--- src/rtl/u13_loader.sv ---
// Boot loader for the u13 core: streams an image into RAM while holding the
// core in reset, then hands the RAM bus back and releases the core.
module u13_loader #(
    parameter logic [15:0] BASE_ADDR   = 16'h0100,
    parameter int unsigned MAX_BYTES   = 16,
    parameter int unsigned HOLD_CYCLES = 4
) (
    input  logic        clk,
    input  logic        rst,
    input  logic [7:0]  in_data,
    input  logic        in_valid,
    input  logic        in_last,
    output logic        in_ready,
    output logic [15:0] mem_addr,
    output logic [7:0]  mem_wdata,
    output logic        mem_we,
    output logic        bus_own,
    output logic        cpu_rst,
    output logic        done,
    output logic [8:0]  count,
    output logic        overflow
);

    localparam int unsigned CW = 9;
    localparam int unsigned HW = 8;
    localparam int unsigned AW = 16;

    typedef enum logic [1:0] {LOAD, FLUSH, HOLD, RUN} state_t;

    state_t        state;
    state_t        state_nx;
    logic [CW-1:0] count_q;
    logic [HW-1:0] hold_q;
    logic          we_q;
    logic          ovf_q;
    logic [AW-1:0] addr_q;
    logic [7:0]    wdata_q;
    logic          accept_c;
    logic          close_c;

    assign accept_c = (state == LOAD) && in_valid;
    assign close_c  = accept_c &&
                      (in_last || ((count_q + CW'(1)) == CW'(MAX_BYTES)));

    // State register
    always_ff @(posedge clk) begin
        if (rst) state <= LOAD;
        else     state <= state_nx;
    end

    // Next-state logic
    always_comb begin
        state_nx = state;
        case (state)
            LOAD:    if (close_c) state_nx = FLUSH;
            FLUSH:   state_nx = HOLD;
            HOLD:    if (hold_q == HW'(1)) state_nx = RUN;
            RUN:     state_nx = RUN;
            default: state_nx = LOAD;
        endcase
    end

    // Moore outputs decoded from the state register
    always_comb begin
        in_ready = 1'b0;
        bus_own  = 1'b1;
        cpu_rst  = 1'b1;
        done     = 1'b0;
        case (state)
            LOAD:    in_ready = 1'b1;
            RUN: begin
                bus_own = 1'b0;
                cpu_rst = 1'b0;
                done    = 1'b1;
            end
            default: ;
        endcase
    end

    // Write path, byte counter, hold timer and sticky overflow
    always_ff @(posedge clk) begin
        if (rst) begin
            count_q <= '0;
            hold_q  <= '0;
            we_q    <= 1'b0;
            ovf_q   <= 1'b0;
            addr_q  <= BASE_ADDR;
            wdata_q <= '0;
        end else begin
            we_q <= accept_c;
            if (accept_c) begin
                addr_q  <= BASE_ADDR + AW'(count_q);
                wdata_q <= in_data;
                count_q <= count_q + CW'(1);
            end
            if (state == FLUSH)     hold_q <= HW'(HOLD_CYCLES);
            else if (state == HOLD) hold_q <= hold_q - HW'(1);
            if (in_valid && (state != LOAD)) ovf_q <= 1'b1;
        end
    end

    // The RAM samples we on the same edge that applies rst, so gating here
    // keeps a reset from committing the write still in flight.
    assign mem_we    = we_q && !rst;
    assign mem_addr  = addr_q;
    assign mem_wdata = wdata_q;
    assign count     = count_q;
    assign overflow  = ovf_q;

endmodule

--- config.mk ---
export PLATFORM = sky130hd
export DESIGN_NAME = u13_loader
export DESIGN_NICKNAME = d
export VERILOG_FILES = /design/src/rtl/u13_loader.sv
export SDC_FILE = /design/constraint.sdc
export NUM_CORES = 1
export LEC_CHECK = 0
export BUFFER_PORTS_ARGS = -buffer_cell sky130_fd_sc_hd__buf_4
export CAP_MARGIN = 20
export CORE_MARGIN = 2
export CORE_UTILIZATION = 48
export CTS_BUF_LIST = sky130_fd_sc_hd__clkbuf_8
export DETAILED_ROUTE_END_ITERATION = 12
export PLACE_DENSITY = 0.79
export SYNTH_ARGS = -nofsm -noshare
export SYNTH_HDL_FRONTEND = slang
export SYNTH_SLANG_ARGS = --single-unit
--- constraint.sdc ---
create_clock -name clk -period 1.9 [get_ports clk]
set_input_delay 0.19 -clock clk [delete_from_list [all_inputs] [get_ports clk]]
set_output_delay 0.19 -clock clk [all_outputs]
set_load 0.01 [all_outputs]
# After elaboration in Yosys (flattened, before gate mapping)
# Index checks and enable logic that the tools add are counted.
# Widths: inputs -> output; s select.
[classes] n_addsub=3 eq_ne=7 mux=8 n_reduce_logical=11
[op_table] op="$add 9x9->10 const A" n=1
[op_table] op="$add 9x1->9 const B" n=1
[op_table] op="$eq 9x5->1 const B" n=1
[op_table] op="$eq 8x1->1 const B" n=1
[op_table] op="$pmux 2 s4" n=1
[op_table] op="$sub 8x1->8 const B" n=1
[op_table] op="$mux 3" n=2
[op_table] op="$eq 2x2->1 const B" n=2
[op_table] op="$logic_and 1x1->1" n=4
[op_table] op="$mux 2" n=2
[op_table] op="$ne 2x2->1 const B" n=2
[op_table] op="$reduce_bool 2->1" n=2
[op_table] op="$mux 1" n=3
[op_table] op="$eq 2x1->1 const B" n=1
[op_table] op="$logic_not 2->1" n=1
[op_table] op="$reduce_and 2->1" n=1
[op_table] op="$reduce_or 2->1" n=1
[op_table] op="$logic_not 1->1" n=1
[op_table] op="$logic_or 1x1->1" n=1
[word_totals] ff_bits=45 input_bits=12 out_inout_bits=39 word_cells=37

# Logic depth before layout (Yosys ltp)
[logic_depth] word_depth=6 ltp_mapped=7 ltp_nobuf=7

# Least setup slack after synthesis
# Ideal clock, no wire load.
[synth_path] path_type="register -> register" startpoint="register count_q[3] (netlist: count[3])" endpoint="register state[0]" t_arrival_ns=1.807 t_required_ns=1.777 setup_slack_ns=-0.030 path_stages_with_launch=7 cell_sequence="dfxtp_1 -> clkbuf_1 -> nand4_1 -> nor4_1 -> o32ai_1 -> o31ai_2 -> mux2_1"
[synth_between] elab_chain_len=6
[synth_lines] item="start: declaration" line="32" rtl="logic [CW-1:0] count_q;"
[synth_lines] item="start signal: assignment" line="94" rtl="count_q <= count_q + CW'(1);"
[synth_lines] item="$add 9x1->9" line="43" rtl="(in_last || ((count_q + CW'(1)) == CW'(MAX_BYTES)));"
[synth_lines] item="$eq 9x5->1" line="43"
[synth_lines] item="$logic_or 1x1->1" line="43"
[synth_lines] item="$logic_and 1x1->1" line="42" rtl="assign close_c = accept_c &&"
[synth_lines] item="$ne 2x2->1 (no line)"
[synth_lines] item="$reduce_and 2->1 (no line)"
[synth_lines] item="end signal: assignment" line="48" rtl="else state <= state_nx;"
[synth_lines] item="end: declaration" line="30" rtl="state_t state;"
# Every way passes these cells.
# A chain may end at the register's enable or synchronous reset.

# Final worst setup path
[layout_path] startpoint="register hold_q[3]" endpoint="register state[0]"
[layout_between] elab_chain_len=3
[layout_lines] item="start: declaration" line="33" rtl="logic [HW-1:0] hold_q;"
[layout_lines] item="start signal: assignment" line="96" rtl="if (state == FLUSH) hold_q <= HW'(HOLD_CYCLES);"
[layout_lines] item="start signal: assignment" line="97" rtl="else if (state == HOLD) hold_q <= hold_q - HW'(1);"
[layout_lines] item="$eq 8x1->1" line="57" rtl="HOLD: if (hold_q == HW'(1)) state_nx = RUN;"
[layout_lines] item="$ne 2x2->1 (no line)"
[layout_lines] item="$reduce_and 2->1 (no line)"
# Every way passes these cells.

==> metrics.md <==
| Metric | Value |
|---|---|
| Final WS setup | `-0.0538 ns` |
| Share of cells above drive strength 1 | `0.274` |
| Worst hold path class | `in2reg` |
| Arrival @ worst endpoint | `approximately 2.1 ns` |
| Fin. max-slew vios | `0` |
| WP buf/inv | `0` |
| Worst skew pair latency | `roughly 0.29 ns` |
| Hold path start | `in_data[6]` |
| Ant. Diodes | `0` |
| Final WL | `3970 um` |
| CTS tree | `done` |
| Fill cell count | `325` |
| First-pass GRT wire length | `~6700 um` |
| Overall Global Routing Usage | `0.199` |
| CP Capture Type | `register` |
| Peak supply drop | `~0.00064 V` |
| Hold-fix buffers, CTS | `0` |
| Max-Cap Viols | `0` |
| Yosys reg bits | `39` |
| Grt ovf | `0` |
| Cts bufs inserted | `5` |
| Dpl hpwl | `~2800 um` |
| Postcts setup bufs | `0` |
| Clock Skews | `0.00324 ns` |
| ANT nets after route | `0` |
| 1st-pass router iterations | `4` |
| Clock transition at path regs | `0.07 ns` |
| Final layout net count | `about 300` |
| Reg2reg path depth | `5` |
| Syn avg cell area | `around 8.2 um^2` |
| Cell Pwr Density | `1090 mW/mm^2` |
| I/O pins | `51` |
| Crit Path Max Fanout | `2` |
| PortBufs | `44` |
| Final setup vio count | `2` |
| Status | `complete, but fails checks` |
| Area grow syn2layout | `29.2%` |
| Area of the core | `approximately 0.0037 mm^2` |
| Worst Hold Path EP | `mem_wdata[6]$_SDFFE_PP0P_` |
| Maximum root-to-sink buffer count | `2` |
| Post-synthesis cell area | `0.00183 mm^2` |
| Via Count | `roughly 1.6k` |
| WS Path Type | `reg2reg` |
| Clock sinks | `39` |
| Asr flop ratio synth | `0` |
| Post-synth EDFFs | `0` |
| Leakage Power | `0.000979 uW` |
| Die span in y | `65.8 um` |
| Synth Flop Type | `dfxtp_1` |
| Worst Hold Path Cells | `3` |
| Hold slack | `0.144 ns` |
| Critical Path Max Stage Delay | `0.54 ns` |
| Std-Cell Rows | `22` |
| Critical Path RT | `about 2.1 ns` |
| Die ar. | `roughly 0.0043 mm^2` |
| YS warnings | `0` |
| Die Wd | `between 60 and 70 um` |
| Reg2reg end | `state[0]$_SDFFE_PP0P_` |
| Fin crit share | `1.03` |
| Slowest-stage cell, CP | `or4_4` |
| Initial antenna violation count | `0` |
| Pre-CTS setup slack | `-0.0710 ns` |
| Worst r2r src | `hold_q[3]$_SDFFE_PP0P_` |
| H-Tree Depth | `2` |
| Initial Utilization | `0.501` |
| Family with the most delay on the worst path | `simple AND/OR/NAND/NOR gates` |
| Vias in the first global route | `~1.5k` |
| Fmax | `0.512 GHz` |
| Failing checks | `setup timing` |
| GP Congestion | `0.758` |
| Number of library cell types mapped by synthesis | `38` |
| Largest net degree at the start of global routing | `37` |
| CP startpoint kind | `register` |
| Vias per cell | `around 5` |
| Fin. Hold Viols | `0` |
| Fin crit period | `1.95 ns` |
| DRC violation total after the first TritonRoute iteration | `67` |
| RSZ-0062 raised after global routing | `true` |
| Seq/Total Area, Yosys | `0.426` |
| Wirelength per Cell | `~12 um` |
| FF-to-FF setup slack | `-0.05 ns` |
| CTS root buffer | `clkbuf_8` |
| DRC errors left | `0` |
| Mapped Cells | `approximately 220` |
| Crit path cell chain | `or4_4 -> o41ai_4 -> nand2_1 -> o31ai_4 -> mux2_4` |
==> power breakdown <==
part	switching, uW	total, uW	internal, uW	leakage [uW]
Clock	277	562	285	0.0000470
Combinational	532	994	462	0.000615
Sequential	91.3	1030	938	0.000317
==> final cells by class <==
cell class | count | area [um^2] | share of cell area
multi-input cells | 162 | 973 | 0.411
clock buffers | 6 | 82.6 | 0.0349
well taps | 48 | 60.1 | 0.0254
inverters | 8 | 30.0 | 0.0127
repair buffers | 58 | 435 | 0.184
flip-flops and latches | 39 | 782 | 0.330
clock inverters | 1 | 5.00 | 0.00211
==> how the worst max path moves through the flow <==
stage	start	end	slack, ns	cells past startpoint
final	hold_q[3]$_SDFFE_PP0P_	state[0]$_SDFFE_PP0P_	-0.05	5
after global routing	hold_q[3]$_SDFFE_PP0P_	state[0]$_SDFFE_PP0P_	-0.12	5
after CTS	hold_q[3]$_SDFFE_PP0P_	state[0]$_SDFFE_PP0P_	-0.08	5
after detailed placement	hold_q[3]$_SDFFE_PP0P_	state[1]$_SDFFE_PP0P_	-0.07	5
after global placement	hold_q[3]$_SDFFE_PP0P_	state[0]$_SDFFE_PP0P_	-0.03	5
after floorplan	hold_q[3]$_SDFFE_PP0P_	state[0]$_SDFFE_PP0P_	0.006	5
==> Yosys cell counts, drive strengths merged, types with 4 or more instances <==
cell type	instances	area, um^2
nand2	44	165
dfxtp	39	781
nor2	27	101
a21oi	21	105
clkbuf	11	41.3
ha	10	125
buf	9	60.1
xnor2	9	78.8
inv	8	30.0
xor2	5	43.8
nand4	4	25.0
==> cell usage in the layout, fill, tap and decap left out, types with 2 or more instances in the layout <==
cell type  instances
or2_2              2
nand3_1            3
nand2b_1           2
clkbuf_8           6
mux2i_1            2
nand4_1            4
inv_1              8
buf_4             58
nor2_1            27
mux2_4             2
nor4b_1            2
xnor2_1            9
ha_1               9
o21ai_0            3
nand2_1           44
conb_1             6
xor2_1             5
a21oi_1           21
dfxtp_1           38
nor4_1             3
==> per-stage QoR <==
step | total power, uW | instances | setup TNS (ns) | util | instance area, um^2
6_report | 2580 | 322 | -0.106 | 0.647 | 2370
4_1_cts | 2580 | 322 | -0.137 | 0.645 | 2360
3_3_place_gp | 1930 | 315 | -0.0665 | 0.614 | 2250
5_1_grt | 2760 | 322 | -0.236 | 0.647 | 2370
2_1_floorplan | 1630 | 229 | 0 | - | 1860
3_5_place_dp | 1960 | 315 | -0.139 | 0.614 | 2250
==> timing repair <==
| action | in CTS | in global routing |
|---|---|---|
| setup endpoints to repair | 2 | 4 |
| gates resized for setup | 4 | 2 |
| pin swaps | 0 | 1 |
==> worst register-to-register path, stage by stage (launching register included) <==
cell	delay (ns)
dfxtp_2	0.32
or4_4	0.54
o41ai_4	0.23
nand2_1	0.13
o31ai_4	0.29
mux2_4	0.33
==> cells by family (layout without fill, tap and decap cells) <==
logic type / count (synthesis) / after routing / synth area share
multiplexers: 4 / 4 / 0.0232
buffers and inverters: 28 / 73 / 0.0717
AND/OR/NAND/NOR: 96 / 96 / 0.235
XOR/XNOR: 14 / 14 / 0.0669
flip-flops: 39 / 39 / 0.426
adder cells (fa/ha/maj): 10 / 10 / 0.0683
other: 1 / 6 / 0.00205
AO/OA/AOI/OAI: 32 / 32 / 0.107
==> layer usage <==
metal | global-route usage | wire [um] | vias to the layer above
met4 | 0.0391 | 27 | 0
met5 | 0 | 0 | -
li1 | - | - | 818
met1 | 0.256 | 1850 | 749
met3 | 0.0698 | 187 | 3
met2 | 0.322 | 1900 | 37
==> registers in the layout, indices dropped and copies added (netlist names) <==
name       cells
count          9
state          2
overflow       1
we_q           1
mem_addr      10
hold_q         8
mem_wdata      8
(Power assumes the default switching activity.)
